[config.mk]
export PLATFORM = sky130hd
export DESIGN_NAME = rv_fifo_level_flat
export DESIGN_NICKNAME = d
export VERILOG_FILES = /design/src/rtl/rv_fifo_pkg.sv /design/src/rtl/rv_fifo_level_if.sv /design/src/rtl/rv_fifo_mem.sv /design/src/rtl/rv_fifo_level.sv /design/src/flat_wrapper.sv
export SDC_FILE = /design/constraint.sdc
export NUM_CORES = 1
export LEC_CHECK = 0
export ABC_AREA = 1
export ABC_CLOCK_PERIOD_IN_PS = 4750
export BUFFER_PORTS_ARGS = -buffer_cell sky130_fd_sc_hd__buf_4
export CORE_AREA = 4 4 93 139
export DETAILED_ROUTE_END_ITERATION = 16
export DIE_AREA = 0 0 97 143
export GPL_ROUTABILITY_DRIVEN = 0
export PLACE_DENSITY = 0.62
export SLEW_MARGIN = 20
export SYNTH_ARGS = -nofsm -noshare
export SYNTH_HDL_FRONTEND = slang
export SYNTH_SLANG_ARGS = --single-unit
[constraint.sdc]
create_clock -name clock_port -period 4.75 [get_ports clock_port]
set_clock_uncertainty 0.2 [all_clocks]
set_input_delay 0.475 -clock clock_port [delete_from_list [all_inputs] [get_ports clock_port]]
set_output_delay 0.475 -clock clock_port [all_outputs]
set_load 0.05 [all_outputs]
[src/rtl/rv_fifo_pkg.sv]
// Shared types and sizing helpers for the rv_fifo_level elastic buffer.
package rv_fifo_pkg;

  typedef enum logic [1:0] {
    LVL_HOLD,
    LVL_INC,
    LVL_DEC
  } lvl_op_e;

  function automatic int unsigned level_width(input int unsigned depth);
    return $clog2(depth + 1);
  endfunction

  function automatic int unsigned addr_width(input int unsigned depth);
    int unsigned w;
    w = $clog2(depth);
    return (w < 1) ? 1 : w;
  endfunction

endpackage

[src/rtl/rv_fifo_level_if.sv]
// Ready/valid stream bundle; the producer side uses master, the consumer side slave.
interface rv_fifo_level_if #(
  parameter int unsigned DATA_WIDTH = 8
);
  logic [DATA_WIDTH-1:0] data;
  logic                  valid;
  logic                  ready;

  modport master (output data, output valid, input ready);
  modport slave  (input data, input valid, output ready);
endinterface

[src/rtl/rv_fifo_mem.sv]
// FIFO storage: synchronous write, synchronous read of a registered address (read-old on collision).
module rv_fifo_mem
  import rv_fifo_pkg::*;
#(
  parameter  int unsigned DATA_WIDTH = 8,
  parameter  int unsigned DEPTH      = 10,
  localparam int unsigned AW         = addr_width(DEPTH)
) (
  input  logic                  clk_i,
  input  logic                  we_i,
  input  logic [AW-1:0]         waddr_i,
  input  logic [DATA_WIDTH-1:0] wdata_i,
  input  logic [AW-1:0]         raddr_i,
  output logic [DATA_WIDTH-1:0] rdata_o
);

  logic [DATA_WIDTH-1:0] mem_q [DEPTH];
  logic [DATA_WIDTH-1:0] rdata_q;

  always_ff @(posedge clk_i) begin
    if (we_i) begin
      mem_q[waddr_i] <= wdata_i;
    end
    rdata_q <= mem_q[raddr_i];
  end

  assign rdata_o = rdata_q;

endmodule

[src/rtl/rv_fifo_level.sv]
// Parametrised ready/valid FIFO with occupancy, almost-full/empty and sticky overflow flags.
// Optional peak-occupancy tracking is enabled by defining RV_FIFO_HIGH_WATER_EN.
module rv_fifo_level
  import rv_fifo_pkg::*;
#(
  parameter  int unsigned DATA_WIDTH   = 8,
  parameter  int unsigned DEPTH        = 10,
  parameter  int unsigned AFULL_LEVEL  = DEPTH - 2,
  parameter  int unsigned AEMPTY_LEVEL = 2,
  localparam int unsigned LW           = level_width(DEPTH)
) (
  input  logic             clock_port,
  input  logic             reset_port,
  input  logic             clear,
  rv_fifo_level_if.slave   input_port,
  rv_fifo_level_if.master  output_port,
  output logic [LW-1:0]    level,
  output logic             almost_full,
  output logic             almost_empty,
  output logic             overflow,
  output logic [LW-1:0]    high_water
);

  localparam int unsigned   AW       = addr_width(DEPTH);
  localparam logic [AW-1:0] LAST     = AW'(DEPTH - 1);
  localparam logic [LW-1:0] AFULL_L  = LW'(AFULL_LEVEL);
  localparam logic [LW-1:0] AEMPTY_L = LW'(AEMPTY_LEVEL);

  logic [AW-1:0]         push_addr_q, push_addr_d;
  logic [AW-1:0]         pop_addr_q, pop_addr_d;
  logic                  looped_q, looped_d;
  logic                  full_q, full_d;
  logic                  empty_q, empty_d;
  logic [LW-1:0]         level_q, level_d;
  logic                  afull_q, afull_d;
  logic                  aempty_q, aempty_d;
  logic                  overflow_q, overflow_d;
  logic                  byp_sel_q, byp_sel_d;
  logic [DATA_WIDTH-1:0] byp_data_q;
  logic [DATA_WIDTH-1:0] mem_rdata;
  logic                  push, pop, push_wrap, pop_wrap, ptr_eq, flush;
  lvl_op_e               lvl_op;

  assign flush = reset_port | clear;

  always_comb begin
    push        = input_port.valid & ~full_q;
    pop         = ~empty_q & output_port.ready;
    push_wrap   = push && (push_addr_q == LAST);
    pop_wrap    = pop && (pop_addr_q == LAST);

    push_addr_d = push_addr_q;
    if (push) push_addr_d = push_wrap ? '0 : push_addr_q + AW'(1);
    pop_addr_d  = pop_addr_q;
    if (pop) pop_addr_d = pop_wrap ? '0 : pop_addr_q + AW'(1);

    // Equal pointers mean full after the writer lapped the reader, empty otherwise
    looped_d = looped_q;
    if (push_wrap && !pop_wrap)      looped_d = 1'b1;
    else if (pop_wrap && !push_wrap) looped_d = 1'b0;
    ptr_eq  = (push_addr_d == pop_addr_d);
    full_d  = ptr_eq & looped_d;
    empty_d = ptr_eq & ~looped_d;

    lvl_op = LVL_HOLD;
    if (push && !pop)      lvl_op = LVL_INC;
    else if (pop && !push) lvl_op = LVL_DEC;
    case (lvl_op)
      LVL_INC: level_d = level_q + LW'(1);
      LVL_DEC: level_d = level_q - LW'(1);
      default: level_d = level_q;
    endcase
    afull_d    = (level_d >= AFULL_L);
    aempty_d   = (level_d <= AEMPTY_L);
    overflow_d = overflow_q | (input_port.valid & full_q);

    // Memory reads the old word when the head slot is written on the same edge
    byp_sel_d  = push && (pop_addr_d == push_addr_q);
  end

  always_ff @(posedge clock_port) begin
    if (flush) begin
      push_addr_q <= '0;
      pop_addr_q  <= '0;
      looped_q    <= 1'b0;
      full_q      <= 1'b0;
      empty_q     <= 1'b1;
      level_q     <= '0;
      afull_q     <= 1'b0;
      aempty_q    <= 1'b1;
      overflow_q  <= 1'b0;
      byp_sel_q   <= 1'b0;
    end else begin
      push_addr_q <= push_addr_d;
      pop_addr_q  <= pop_addr_d;
      looped_q    <= looped_d;
      full_q      <= full_d;
      empty_q     <= empty_d;
      level_q     <= level_d;
      afull_q     <= afull_d;
      aempty_q    <= aempty_d;
      overflow_q  <= overflow_d;
      byp_sel_q   <= byp_sel_d;
    end
  end

  always_ff @(posedge clock_port) begin
    if (push) byp_data_q <= input_port.data;
  end

  rv_fifo_mem #(
    .DATA_WIDTH (DATA_WIDTH),
    .DEPTH      (DEPTH)
  ) u_mem (
    .clk_i   (clock_port),
    .we_i    (push & ~flush),
    .waddr_i (push_addr_q),
    .wdata_i (input_port.data),
    .raddr_i (flush ? '0 : pop_addr_d),
    .rdata_o (mem_rdata)
  );

  assign input_port.ready   = ~full_q;
  assign output_port.valid  = ~empty_q;
  assign output_port.data   = byp_sel_q ? byp_data_q : mem_rdata;
  assign level              = level_q;
  assign almost_full        = afull_q;
  assign almost_empty       = aempty_q;
  assign overflow           = overflow_q;

`ifdef RV_FIFO_HIGH_WATER_EN
  logic [LW-1:0] hw_q, hw_d;

  always_comb begin
    hw_d = (level_d > hw_q) ? level_d : hw_q;
  end

  always_ff @(posedge clock_port) begin
    if (flush) hw_q <= '0;
    else       hw_q <= hw_d;
  end

  assign high_water = hw_q;
`else
  assign high_water = '0;
`endif

endmodule

[src/flat_wrapper.sv]
// flat-port wrapper written by rule: the top's interface ports become plain ports
module rv_fifo_level_flat import rv_fifo_pkg::*;
#(
  parameter  int unsigned DATA_WIDTH   = 8,
  parameter  int unsigned DEPTH        = 10,
  parameter  int unsigned AFULL_LEVEL  = DEPTH - 2,
  parameter  int unsigned AEMPTY_LEVEL = 2,
  localparam int unsigned LW           = level_width(DEPTH)
)
  (clock_port, reset_port, clear, level, almost_full, almost_empty, overflow, high_water, input_port_data, input_port_valid, input_port_ready, output_port_data, output_port_valid, output_port_ready);
  rv_fifo_level_if #(.DATA_WIDTH(DATA_WIDTH)) input_port_i ();
  rv_fifo_level_if #(.DATA_WIDTH(DATA_WIDTH)) output_port_i ();
  input  logic clock_port;
  input  logic reset_port;
  input  logic clear;
  output logic [LW-1:0] level;
  output logic almost_full;
  output logic almost_empty;
  output logic overflow;
  output logic [LW-1:0] high_water;
  input wire logic [$bits(input_port_i.data)-1:0] input_port_data;
  input wire logic [$bits(input_port_i.valid)-1:0] input_port_valid;
  output wire logic [$bits(input_port_i.ready)-1:0] input_port_ready;
  output wire logic [$bits(output_port_i.data)-1:0] output_port_data;
  output wire logic [$bits(output_port_i.valid)-1:0] output_port_valid;
  input wire logic [$bits(output_port_i.ready)-1:0] output_port_ready;
  assign input_port_i.data = input_port_data;
  assign input_port_i.valid = input_port_valid;
  assign input_port_ready = input_port_i.ready;
  assign output_port_data = output_port_i.data;
  assign output_port_valid = output_port_i.valid;
  assign output_port_i.ready = output_port_ready;
  rv_fifo_level #(.DATA_WIDTH(DATA_WIDTH), .DEPTH(DEPTH), .AFULL_LEVEL(AFULL_LEVEL), .AEMPTY_LEVEL(AEMPTY_LEVEL)) u_core (.clock_port(clock_port), .reset_port(reset_port), .clear(clear), .input_port(input_port_i), .output_port(output_port_i), .level(level), .almost_full(almost_full), .almost_empty(almost_empty), .overflow(overflow), .high_water(high_water));
endmodule
==> summary.txt <==
Run status
  • Status: completed

Clock network
  • Post-CTS Hold Buffers: 0
  • Number of buffers created by CTS: 17
  • Clock transition at path regs: 0.05 ns
  • H-tree levels: 4
  • Post-cts gate resize count: 0
  • Root Driver: clkbuf_16
  • Clk_lat worst skew: 0.41 ns
  • TritonCTS clock tree: yes
  • Clock Path Buffers: 2
  • Number of setup buffers added after CTS: 0
  • Clk sinks: 115

Final layout
  • Non-filler instance count after layout: 699
  • Area of the multi-input gates: 1665 sq um
  • Share of post-route cells with drive strength above 1: 0.1777
  • Nets: 554
  • Filler cell count: 1053
  • N_diodes: 0
  • FF+latch area: 3183 sq um
  • Area growth syn-to-layout: 17.21%

Synthesis
  • Synth Instances: 498
  • Yosys warning count: 0
  • Avg Inst Size Synth: 10.40 sq um
  • Sequential fraction of the synthesis area: 0.6148
  • Number of synthesized register bits: 115
  • Synth unique cells: 29
  • Synth Cell Area: 5177 sq um

Drt
  • DRT iter0 DRCs: 214
  • WL per Instance: 17.34 um
  • Vias: 3627
  • Final wirelength: 12120 um
  • Number of remaining DRC errors: 0
  • Drt pass-1 iters: 8
  • Post-route ant nets: 0
  • Vias per Instance: 5.189

Timing
  • Final-report setup violation count: 0
  • Setup TNS: 0 ns
  • Max Fclk: 0.3736 GHz
  • Fin. Hold Viols: 0
  • Tcrit/Tclk final: 0.5635
  • Final Max Tran Viols: 0
  • Minimum clock period: 2.677 ns
  • RSZ-0062 raised after global routing: no
  • Relative slew margins: 0.4072
  • Least-Margin Pin Slew: 0.8845 ns

Run
  • Max cap viols: 0

Setup path
  • WP data arrival: 2.82 ns
  • Req. time, crit path: 4.89 ns
  • Worst-path maximum fanout: 20
  • Startpoint Class: register
  • Critical path capture point type: register
  • Worst R2R Setup Slack: 2.07 ns
  • Worst setup path class: reg -> reg

Pwr
  • Power per cell area: 397.4 nW/um^2
  • Leak: 2.488 nW
  • Peak VDD IR: 0.0002452 V

Placed design
  • DP Wirelength: 8603 um
  • Placed insts: 667
  • IO buf count: 29

Global routing
  • Largest net degree at the start of global routing: 37
  • GRT overflow: 0
  • Vias in the first global route: 3738
  • First-pass GRT wire length: 19310 um
  • Initial antenna violation count: 0
  • GRT Resource Usage Total: 0.1852

Floorplan
  • Initial Utilization: 0.4376
  • Die Width: 97 um
  • I/O Pins: 34
  • Die H: 143 um
  • Std-Cell Rows: 49
  • Core Area: 11830 sq um
  • Die area: 13870 sq um

Worst hold path
  • HP Class: in -> reg
==> final timing paths <==
path,cells past startpoint,to,from
setup / recovery,11,u_core.u_mem.rdata_o[5],u_core.pop_addr_q[1]
hold / removal,1,u_core.u_mem.mem_q[6][0],input_port_data[0]
setup reg to reg,11,u_core.u_mem.rdata_o[5],u_core.pop_addr_q[1]
hold reg to reg,2,u_core.overflow,u_core.overflow
==> sequential cells by signal, indices dropped and copies added, names as in the netlist, 4 cells and up <==
name                  flops
u_core.u_mem.rdata_o      8
u_core.pop_addr_q         4
u_core.level              4
u_core.u_mem.mem_q       80
u_core.push_addr_q        4
u_core.byp_data_q         8
==> report_power, final <==
part / total [mW] / internal, mW / switching [mW] / leakage [nW]
clock network: 1.16 / 0.753 / 0.408 / 0.272
registers: 1.11 / 1.10 / 0.00838 / 1.02
logic: 0.145 / 0.0395 / 0.106 / 1.20
total: 2.41 / 1.89 / 0.522 / 2.49
==> cells by family (layout without fill, tap and decap cells) <==
family	Yosys count	count (layout)	share of synthesized area
other cells	1	4	0.0007243
simple gates	264	264	0.2523
fa+ha+maj	8	8	0.01933
compound gates	12	12	0.01281
flops	115	115	0.6148
xor+xnor	6	6	0.01015
mux	8	8	0.01740
buf+inv	84	129	0.07250
==> per-stage QoR <==
step | utilization | hold WS (ns) | power, mW | setup slack (ns) | instance area [sq um]
after floorplan | - | 0.2894 | 1.221 | 2.298 | 5189
after global placement | 0.4639 | 0.2657 | 1.270 | 1.897 | 5489
after detailed placement | 0.4664 | 0.2693 | 1.272 | 1.834 | 5519
after CTS | 0.5124 | 0.1541 | 2.429 | 2.014 | 6063
after global routing | 0.5128 | 0.1698 | 2.489 | 1.849 | 6068
final | 0.5128 | 0.1733 | 2.411 | 2.073 | 6068
==> per-layer routing <==
metal / GRT usage / wire (um) / part of all wire
met1: 0.1891 / 4434 / 0.37
met2: 0.3282 / 6345 / 0.52
met3: 0.04497 / 599 / 0.049
met4: 0.1368 / 743 / 0.061
met5: 0 / 0 / 0
==> critical path: stages, from the launching register on <==
cell and delay, ns:
dfxtp_1 0.43, inv_1 0.07, ha_1 0.27, nor2_1 0.10, nand2_1 0.06, nand2_2 0.12, nand2_1 0.44, inv_2 0.41
nand3_1 0.15, nand3_1 0.13, nand3_1 0.14, nand2_1 0.10
==> cell type report <==
class,instances,share of cell area
clock buffers,25,0.08000
clock inverters,7,0.009691
inverters,65,0.04021
multi-input cells,302,0.2744
flip-flops and latches,115,0.5245
well taps,153,0.03155
repair buffers,32,0.03959
==> synthesized netlist by cell type (all sizes together) <==
cell type | instances | share of area
xor2 | 3 | 0.0051
edfxtp | 88 | 0.51
nand3 | 68 | 0.068
inv | 65 | 0.047
buf | 13 | 0.021
ha | 8 | 0.019
o21bai | 1 | 0.0022
a21oi | 2 | 0.0019
nand4 | 4 | 0.0048
nand3b | 29 | 0.042
conb | 1 | 0.00072
nand2 | 118 | 0.090
clkbuf | 6 | 0.0043
xnor2 | 3 | 0.0051
nor2 | 34 | 0.036
mux2 | 8 | 0.017
dfxtp | 27 | 0.10
o21ai | 9 | 0.0087
nor3 | 11 | 0.012
==> cells in the final DEF, fill, tap and decap left out <==
| cell | instances |
|---|---|
| buf_4 | 32 |
| nand4_1 | 4 |
| clkbuf_8 | 3 |
| a21oi_1 | 2 |
| o21bai_2 | 1 |
| nand3b_1 | 29 |
| inv_2 | 8 |
| nor3_2 | 8 |
| nor2_4 | 3 |
| nor3_1 | 3 |
| edfxtp_1 | 88 |
| nor2_8 | 2 |
| inv_1 | 57 |
| nor2_2 | 1 |
| clkinv_2 | 5 |
| nand2_4 | 2 |
| bufinv_16 | 1 |
| ha_1 | 8 |
| nor2_1 | 28 |
| o21ai_0 | 6 |
| xnor2_1 | 3 |
| clkbuf_16 | 17 |
| nand3_2 | 2 |
| nand3_1 | 66 |
| nand2_2 | 4 |
| o21ai_1 | 3 |
| mux2_2 | 8 |
| nand2_1 | 112 |
| xor2_1 | 3 |
| clkinv_1 | 1 |
| dfxtp_1 | 27 |
| conb_1 | 4 |
| clkbuf_1 | 5 |
No activity file was read; power rests on OpenSTA's default activity.
